`src/rtl/ascon_perm_iter.sv`:
```
// ---------------------------------------------------------------------------
// ascon_perm_iter
// Iterative ASCON permutation (p^a / p^b), one round per clock over the
// 320-bit state. A state is captured on an accepted start. ROUNDS_A or
// ROUNDS_B rounds are then applied. The result is held until the next start.
// Rounds always finish at round index 11, so p^b starts at 12-ROUNDS_B.
//
// Ports
//   clock_i  : system clock, rising edge
//   reset_i  : synchronous, active-high reset
//   start_i  : load state_i and begin a permutation (IDLE or DONE only)
//   mode_i   : sampled with start_i; 0 = p^a, 1 = p^b
//   state_i  : 320-bit state {x0,x1,x2,x3,x4}, x0 in the MSBs
//   busy_o   : rounds executing
//   done_o   : one-cycle pulse, state_o holds the final permuted state
//   round_o  : round index applied on the next edge (0 outside RUN)
//   state_o  : state register contents
// ---------------------------------------------------------------------------
module ascon_perm_iter #(
  parameter int ROUNDS_A = 12,
  parameter int ROUNDS_B = 6
) (
  input  logic         clock_i,
  input  logic         reset_i,
  input  logic         start_i,
  input  logic         mode_i,
  input  logic [319:0] state_i,
  output logic         busy_o,
  output logic         done_o,
  output logic [3:0]   round_o,
  output logic [319:0] state_o
);

  typedef enum logic [1:0] {
    IDLE = 2'd0,
    RUN  = 2'd1,
    DONE = 2'd2
  } fsm_e;

  fsm_e         fsm_q,   fsm_d;
  logic [319:0] state_q, state_d;
  logic [3:0]   cnt_q,   cnt_d;
  logic         accept;

  function automatic logic [63:0] ror(input logic [63:0] x, input int n);
    return (x >> n) | (x << (64 - n));
  endfunction

  function automatic logic [319:0] round_fn(input logic [319:0] s,
                                            input logic [3:0]   r);
    logic [63:0] x0, x1, x2, x3, x4;
    logic [63:0] t0, t1, t2, t3, t4;
    logic [7:0]  c;
    x0 = s[319:256];
    x1 = s[255:192];
    x2 = s[191:128];
    x3 = s[127:64];
    x4 = s[63:0];
    // Round constant c[r] = F0 - r*0F, added into the low byte of x2.
    c  = 8'hF0 - (8'(r) * 8'h0F);
    x2[7:0] = x2[7:0] ^ c;
    // Bitsliced 5-bit S-box (chi-like core with input/output mixing).
    x0 = x0 ^ x4;
    x4 = x4 ^ x3;
    x2 = x2 ^ x1;
    t0 = ~x0 & x1;
    t1 = ~x1 & x2;
    t2 = ~x2 & x3;
    t3 = ~x3 & x4;
    t4 = ~x4 & x0;
    x0 = x0 ^ t1;
    x1 = x1 ^ t2;
    x2 = x2 ^ t3;
    x3 = x3 ^ t4;
    x4 = x4 ^ t0;
    x1 = x1 ^ x0;
    x0 = x0 ^ x4;
    x3 = x3 ^ x2;
    x2 = ~x2;
    // Linear diffusion layer.
    x0 = x0 ^ ror(x0, 19) ^ ror(x0, 28);
    x1 = x1 ^ ror(x1, 61) ^ ror(x1, 39);
    x2 = x2 ^ ror(x2, 1)  ^ ror(x2, 6);
    x3 = x3 ^ ror(x3, 10) ^ ror(x3, 17);
    x4 = x4 ^ ror(x4, 7)  ^ ror(x4, 41);
    return {x0, x1, x2, x3, x4};
  endfunction

  // Start is honoured in IDLE and in DONE (back-to-back), never in RUN.
  assign accept = start_i && (fsm_q == IDLE || fsm_q == DONE);

  always_comb begin
    // NOTE: every always_comb output gets a default first so no path infers a latch.
    fsm_d   = fsm_q;
    state_d = state_q;
    cnt_d   = cnt_q;
    case (fsm_q)
      RUN: begin
        state_d = round_fn(state_q, cnt_q);
        if (cnt_q == 4'd11) begin
          fsm_d = DONE;
          cnt_d = 4'd0;   // round_o reads 0 outside RUN
        end else begin
          cnt_d = cnt_q + 4'd1;
        end
      end
      DONE:    fsm_d = IDLE;
      default: fsm_d = IDLE;
    endcase
    if (accept) begin
      fsm_d   = RUN;
      state_d = state_i;
      cnt_d   = mode_i ? 4'(12 - ROUNDS_B) : 4'(12 - ROUNDS_A);
    end
  end

  always_ff @(posedge clock_i) begin
    // NOTE: sequential state uses non-blocking assignments so all registers update together.
    if (reset_i) begin
      fsm_q   <= IDLE;
      state_q <= '0;
      cnt_q   <= '0;
    end else begin
      fsm_q   <= fsm_d;
      state_q <= state_d;
      cnt_q   <= cnt_d;
    end
  end

  assign busy_o  = (fsm_q == RUN);
  assign done_o  = (fsm_q == DONE);
  assign round_o = cnt_q;
  assign state_o = state_q;

endmodule

```
`config.mk`:
```
export PLATFORM = sky130hd
export DESIGN_NAME = ascon_perm_iter
export DESIGN_NICKNAME = d
export VERILOG_FILES = /design/src/rtl/ascon_perm_iter.sv
export SDC_FILE = /design/constraint.sdc
export NUM_CORES = 2
export LEC_CHECK = 0
export CAP_MARGIN = 20
export CORE_MARGIN = 2
export CORE_UTILIZATION = 45
export DETAILED_ROUTE_END_ITERATION = 8
export PLACE_DENSITY = 0.7
export SYNTH_ARGS = -nofsm -noshare
export SYNTH_HDL_FRONTEND = slang
export SYNTH_SLANG_ARGS = --single-unit
```
`constraint.sdc`:
```
create_clock -name clock_i -period 5.53 [get_ports clock_i]
set_input_delay 1.3825 -clock clock_i [delete_from_list [all_inputs] [get_ports clock_i]]
set_output_delay 1.3825 -clock clock_i [all_outputs]
set_load 0.05 [all_outputs]
```
After elaboration in Yosys (flattened, before gate mapping)
Cells that the tools add are included.

storage, ports and cells
  register bits = 326
  input port bits = 324

cells by class
  bitwise operators = 44
  multiplexer cells = 9
  $mul = 1
  add/sub/neg operators = 2
  reduce and logical (&&, ||, !) cells = 5
  equality and inequality tests = 4

operator list
  kind                                                    count
  XOR 64 bit                                              21
  2-to-1 mux 320 bit                                      2
  NOT 64 bit                                              6
  AND 64 bit                                              5
  OR 23 x 64 -> 64 bit                                    1
  OR 25 x 64 -> 64 bit                                    1
  OR 3 x 64 -> 64 bit                                     1
  OR 36 x 64 -> 64 bit                                    1
  OR 45 x 64 -> 64 bit                                    1
  OR 47 x 64 -> 64 bit                                    1
  OR 54 x 64 -> 64 bit                                    1
  OR 57 x 64 -> 64 bit                                    1
  OR 58 x 64 -> 64 bit                                    1
  OR 63 x 64 -> 64 bit                                    1
  2-to-1 mux 4 bit                                        3
  multiplier 4 x 4 -> 8 bit (second input constant)       1
  subtractor 8 bit (first input constant)                 1
  XOR 8 bit                                               1
  adder 4 x 1 -> 4 bit (second input constant)            1
  == test 4 bit (second input constant)                   1
  2-to-1 mux 1 bit                                        3
  2-to-1 mux 3 bit                                        1
  inequality test 3 x 1 -> 1 bit (second input constant)  1
  OR reduction 3 bit                                      1
  other kinds (7)                                         7

Depth between registers and ports, before layout
  depth in word-level cells = 13
  mapped depth = 17
  depth with buffers taken out = 17

Least setup slack after synthesis
No wires, ideal clock.

  path kind = flip-flop to flip-flop
  from = register cnt_q[2] (netlist: round_o[2])
  to = register state_q[70] (netlist: state_o[70])
  cell stages (with the launch flop) = 16
  setup slack = 1.205 ns
  clock period less this slack = 4.325 ns
  arrival = 4.240 ns
  setup time = 0.086 ns
  required time = 5.444 ns
  buffers on the path = 0
  cell sequence = dfxtp_1 > inv_1 > fa_1 > ha_1 > inv_1 > ha_1 > fa_1 > a21o_1 > a21oi_1 > xnor2_1 > ha_1 > xnor2_1 > xnor2_1 > xnor2_1 > xnor2_1 > a211oi_1

between the ends
  longest elaborated chain between the ends = 10

ends and longest elaborated chain
  what                       line  source
  from (decl)                42    logic [3:0] cnt_q, cnt_d;
  from (signal assigned)     126   cnt_q <= cnt_d;
  multiplier 4 x 4 -> 8 bit  60    c = 8'hF0 - (8'(r) * 8'h0F);
  subtractor 8 bit           60
  XOR 8 bit                  61    x2[7:0] = x2[7:0] ^ c;
  XOR 64 bit                 65    x2 = x2 ^ x1;
  XOR 64 bit                 73    x2 = x2 ^ t3;
  XOR 64 bit                 78    x3 = x3 ^ x2;
  XOR 64 bit (2 in a row)    84    x3 = x3 ^ ror(x3, 10) ^ ror(x3, 17);
  2-to-1 mux 320 bit         97    case (fsm_q)
  2-to-1 mux 320 bit         110   if (accept) begin
  to (signal assigned)       125   state_q <= state_d;
  to (decl)                  41    logic [319:0] state_q, state_d;

Every way passes these cells. The select of a mux whose other input is x is not followed.
A chain may end at the register's enable or synchronous reset.

Final worst setup path
  from = register fsm_q[0]
  to = output busy_o

between the ends
  longest elaborated chain between the ends = 1

ends and longest elaborated chain
  what                    line  source
  from (decl)             40    fsm_e fsm_q, fsm_d;
  from (signal assigned)  124   fsm_q <= fsm_d;
  == test 2 x 1 -> 1 bit  130   assign busy_o = (fsm_q == RUN);
  to (decl)               28    output logic busy_o,

Every way passes these cells.

==> flow_summary.rst <==
.. list-table::
   :header-rows: 1

   * - Metric
     - Value
   * - Status
     - finished clean
   * - Sink Count
     - about 330
   * - Drt wl/cell
     - 31.0 um
   * - Beginning of the critical path
     - fsm_q[0]
   * - Number of antenna violations at the first check in global routing
     - 9
   * - Core area
     - 61700 sq um
   * - Final Cycle Share
     - 0.796
   * - Number of iterations in the first detailed-routing pass
     - 6
   * - Buffer count from post-CTS setup fixing
     - 0
   * - Area of the die
     - 64500 sq um
   * - Share of cell area taken by muxes after synthesis
     - 0.0182
   * - Summed area of non-filler cells in the final layout
     - 37000 sq um
   * - Die width
     - 254 um
   * - TritonCTS buffer count
     - 41
   * - Async set-or-reset flop fraction in the synthesized netlist
     - 0
   * - Startpoint of the lowest-slack register-to-register path
     - round_o[1]
   * - Basic-gate share of the synthesized area counting and, or, nand and nor cells
     - 0.0980
   * - Worst path required time
     - 4150 ps
   * - Worst slack at placement
     - 1220 ps
   * - # rows
     - 91
   * - Final layout net count
     - 4425
   * - Maximum number of buffers from clock root to sink
     - 3
   * - Xor and xnor fraction of the mapped netlist area
     - 0.367
   * - Highest-delay cell along the critical path
     - sky130_fd_sc_hd__clkdlybuf4s50_1
   * - Clock-pin slew reported for the worst setup and hold paths after clock tree synthesis
     - 60 ps
   * - Critical path class
     - reg2out
   * - Setup slack on the worst flop-to-flop path
     - 1150 ps
   * - Number of failing setup endpoints in the final timing report
     - 0
   * - First-pass GRT wire length
     - 202000 um
   * - Cell type with the highest aggregate area in the netlist
     - sky130_fd_sc_hd__xnor2_1
   * - Setup clock skew after layout
     - 32.4 ps
   * - Commonest cells after routing, fill and taps aside
     - sky130_fd_sc_hd__xnor2_1 (896), sky130_fd_sc_hd__clkdlybuf4s50_1 (648), sky130_fd_sc_hd__nand2_1 (368)
   * - Number of hold-slack violations in the final timing report
     - 0
   * - Most common cell after layout, fill and taps aside
     - sky130_fd_sc_hd__xnor2_1
   * - Max_cap viols
     - 0
   * - Final worst-path setup slack
     - 1130 ps
   * - Crit-path max cell delay
     - between 900 and 1000 ps
   * - Worst max-slew margin expressed relative to the limit
     - 0.118
   * - Floorplan die height
     - ~250 um
   * - Transition time of the tightest slew-check pin
     - ~1300 ps
   * - Synth Warn #
     - 0
   * - Class of the worst hold path
     - reg2reg
   * - Maximum net fanout on the critical path
     - 60
   * - Main synth FF type
     - sky130_fd_sc_hd__dfxtp_1
   * - Starting density of the core
     - 0.456
   * - Count of flip-flops with a built-in enable after synthesis
     - 0
   * - Seq cells post-synth
     - 326
   * - Global-route usage over all layers
     - 0.447
   * - Shortest period the worst path allows
     - 4400 ps
   * - Number of pins with negative max-slew slack in the final report
     - 0
   * - DRC violation count after routing
     - 0
   * - Hold-fix buffers at CTS
     - 0
   * - Startpoint class of the critical path
     - flip-flop
   * - Syn Nets
     - 3841
   * - Area share of the leading cell type in the synthesized netlist
     - 0.279
   * - Post-synthesis area per instance
     - 8.35 sq um
   * - Number of DRC markers in iteration 0
     - about 3.3k
   * - Setup repair after global routing missed its margin
     - false
   * - R2r worst-path depth
     - 15
   * - Post-Synthesis Cell Area
     - 28100 sq um
   * - Synth area leaders
     - sky130_fd_sc_hd__xnor2_1 (28%), sky130_fd_sc_hd__dfxtp_1 (23%), sky130_fd_sc_hd__a211oi_1 (9.1%)
   * - Placed Area
     - 35600 sq um
   * - Vias per Instance
     - between 5 and 6
   * - # fillers
     - 5693
   * - Nature of the critical path endpoint
     - output pin
   * - Number of library cell types mapped by synthesis
     - 35
   * - Vias in the first global route
     - 26.4k
   * - Clock network latency to the later pin of the worst-skew pair
     - ~600 ps
   * - Relative area change from synthesis to final layout
     - 31.6%
   * - Number of resized instances in the post-cts repair step
     - 0
   * - Cell-by-cell trace of the critical path
     - nand2b_4 -> inv_8 -> clkdlybuf4s50_1
   * - Footprint of the multi-input gates
     - between 20000 and 25000 sq um
   * - Ports placed on the boundary
     - 650
   * - Sequential Area
     - 6530 sq um
   * - Count of mapped cells out of synthesis
     - 3366
   * - Global placement routability congestion
     - 1.08
   * - Vias
     - ~28k
   * - Setup Total Neg Slack
     - 0 ps
   * - Endpoint of the worst setup timing path
     - busy_o
   * - Data arrival time at the worst-slack endpoint
     - a little over 3000 ps
   * - Compound-Gate Fraction of Synth Area
     - 0.145
   * - Peak Freq
     - 227 MHz
   * - H-tree depth
     - 2
   * - Total grt overflow
     - 0
   * - # port buffers
     - between 600 and 700
   * - Maximum number of pins on one net before global-route repair
     - 144
   * - Synthesized-area fraction occupied by adder cells
     - 0.0880
   * - DRT antenna net count
     - 0
   * - Layout cell share with drive strength beyond 1
     - 0.0382
   * - Largest family of logic cells by synthesized area
     - XOR/XNOR gates
   * - Final core area utilization
     - 0.600
   * - Clock tree from TritonCTS
     - done
   * - Share of synthesized area occupied by flip-flops and latches
     - 0.232
   * - Overall routed net length
     - 149000 um
   * - Clock tree root buffer cell
     - sky130_fd_sc_hd__clkbuf_16
   * - Post-DP HPWL
     - 122000 um
   * - Destination of the worst register-to-register timing path
     - state_o[124]
sequential cells by signal, indices dropped and copies added, names as in the netlist:
signal and flops:
round_o 4, fsm_q 2, state_o 320
Yosys cell counts, drive strengths merged (2+ instances only):
cell,n
nor3,2
inv,208
xor2,251
xnor2,907
xnor3,5
clkbuf,155
nor2b,2
and3,64
fa,2
a21o,2
maj3,57
o21a,2
nand2b,3
a31oi,4
o21ai,10
a22oi,46
a211oi,342
nor2,243
ha,149
mux2i,51
nand2,368
buf,17
a21oi,24
a311oi,64
dfxtp,326
o22ai,56
metrics by stage:
stage          hold WS [ps]  std cells
3_5_place_dp            519       4740
4_1_cts                 528       4813
3_3_place_gp            504       4738
2_1_floorplan           707       3366
6_report                525       4819
5_1_grt                 547       4817
worst min path at each step:
stage / start / end / slack (ps) / depth (start not counted)
global placement: state_o[135] / state_o[135] / 500 / 2
detailed placement: state_o[135] / state_o[135] / 520 / 2
CTS: state_o[137] / state_o[137] / 530 / 2
global route: state_o[137] / state_o[137] / 550 / 2
finish: state_o[135] / state_o[135] / 530 / 2
floorplan: state_o[132] / state_o[132] / 710 / 2
layout make-up:
type | count | share of cell area
multi-input combinational | 2660 | 0.546
timing repair buffer | 713 | 0.191
clock buffer | 60 | 0.0341
clock inverter | 13 | 0.00271
inverter | 208 | 0.0213
sequential | 326 | 0.176
tap | 837 | 0.0283
antenna | 2 | 0.000135
kinds of logic (layout without fill, tap and decap cells):
family                     after synthesis  count (layout)
DFF                                    326             326
muxes                                   51              51
and+or+nand+nor                        685             685
xor gates and xnor gates              1163            1163
AOI/OAI and AO/OA                      553             553
adders and majority gates              208             208
other                                    0               2
buffers and inverters                  380             994
critical path, delay by kind of cell, from the launching register on:
| family | cells | cell delay (ps) |
|---|---|---|
| buffers and inverters | 2 | 1450 |
| flip-flops | 1 | 470 |
| AND/OR/NAND/NOR | 1 | 460 |
metal layers:
metal,wire [um],global-route usage,vias to the layer above,share of wire
met2,65200,0.687,1779,0.44
met1,58400,0.566,13600,0.39
li1,-,-,12500,-
met5,138,0,-,0.00092
met4,10300,0.268,16,0.069
met3,15300,0.107,440,0.10
Power is not shown: default switching activity piles up to over one toggle a cycle in this logic, so the estimate is an artifact.
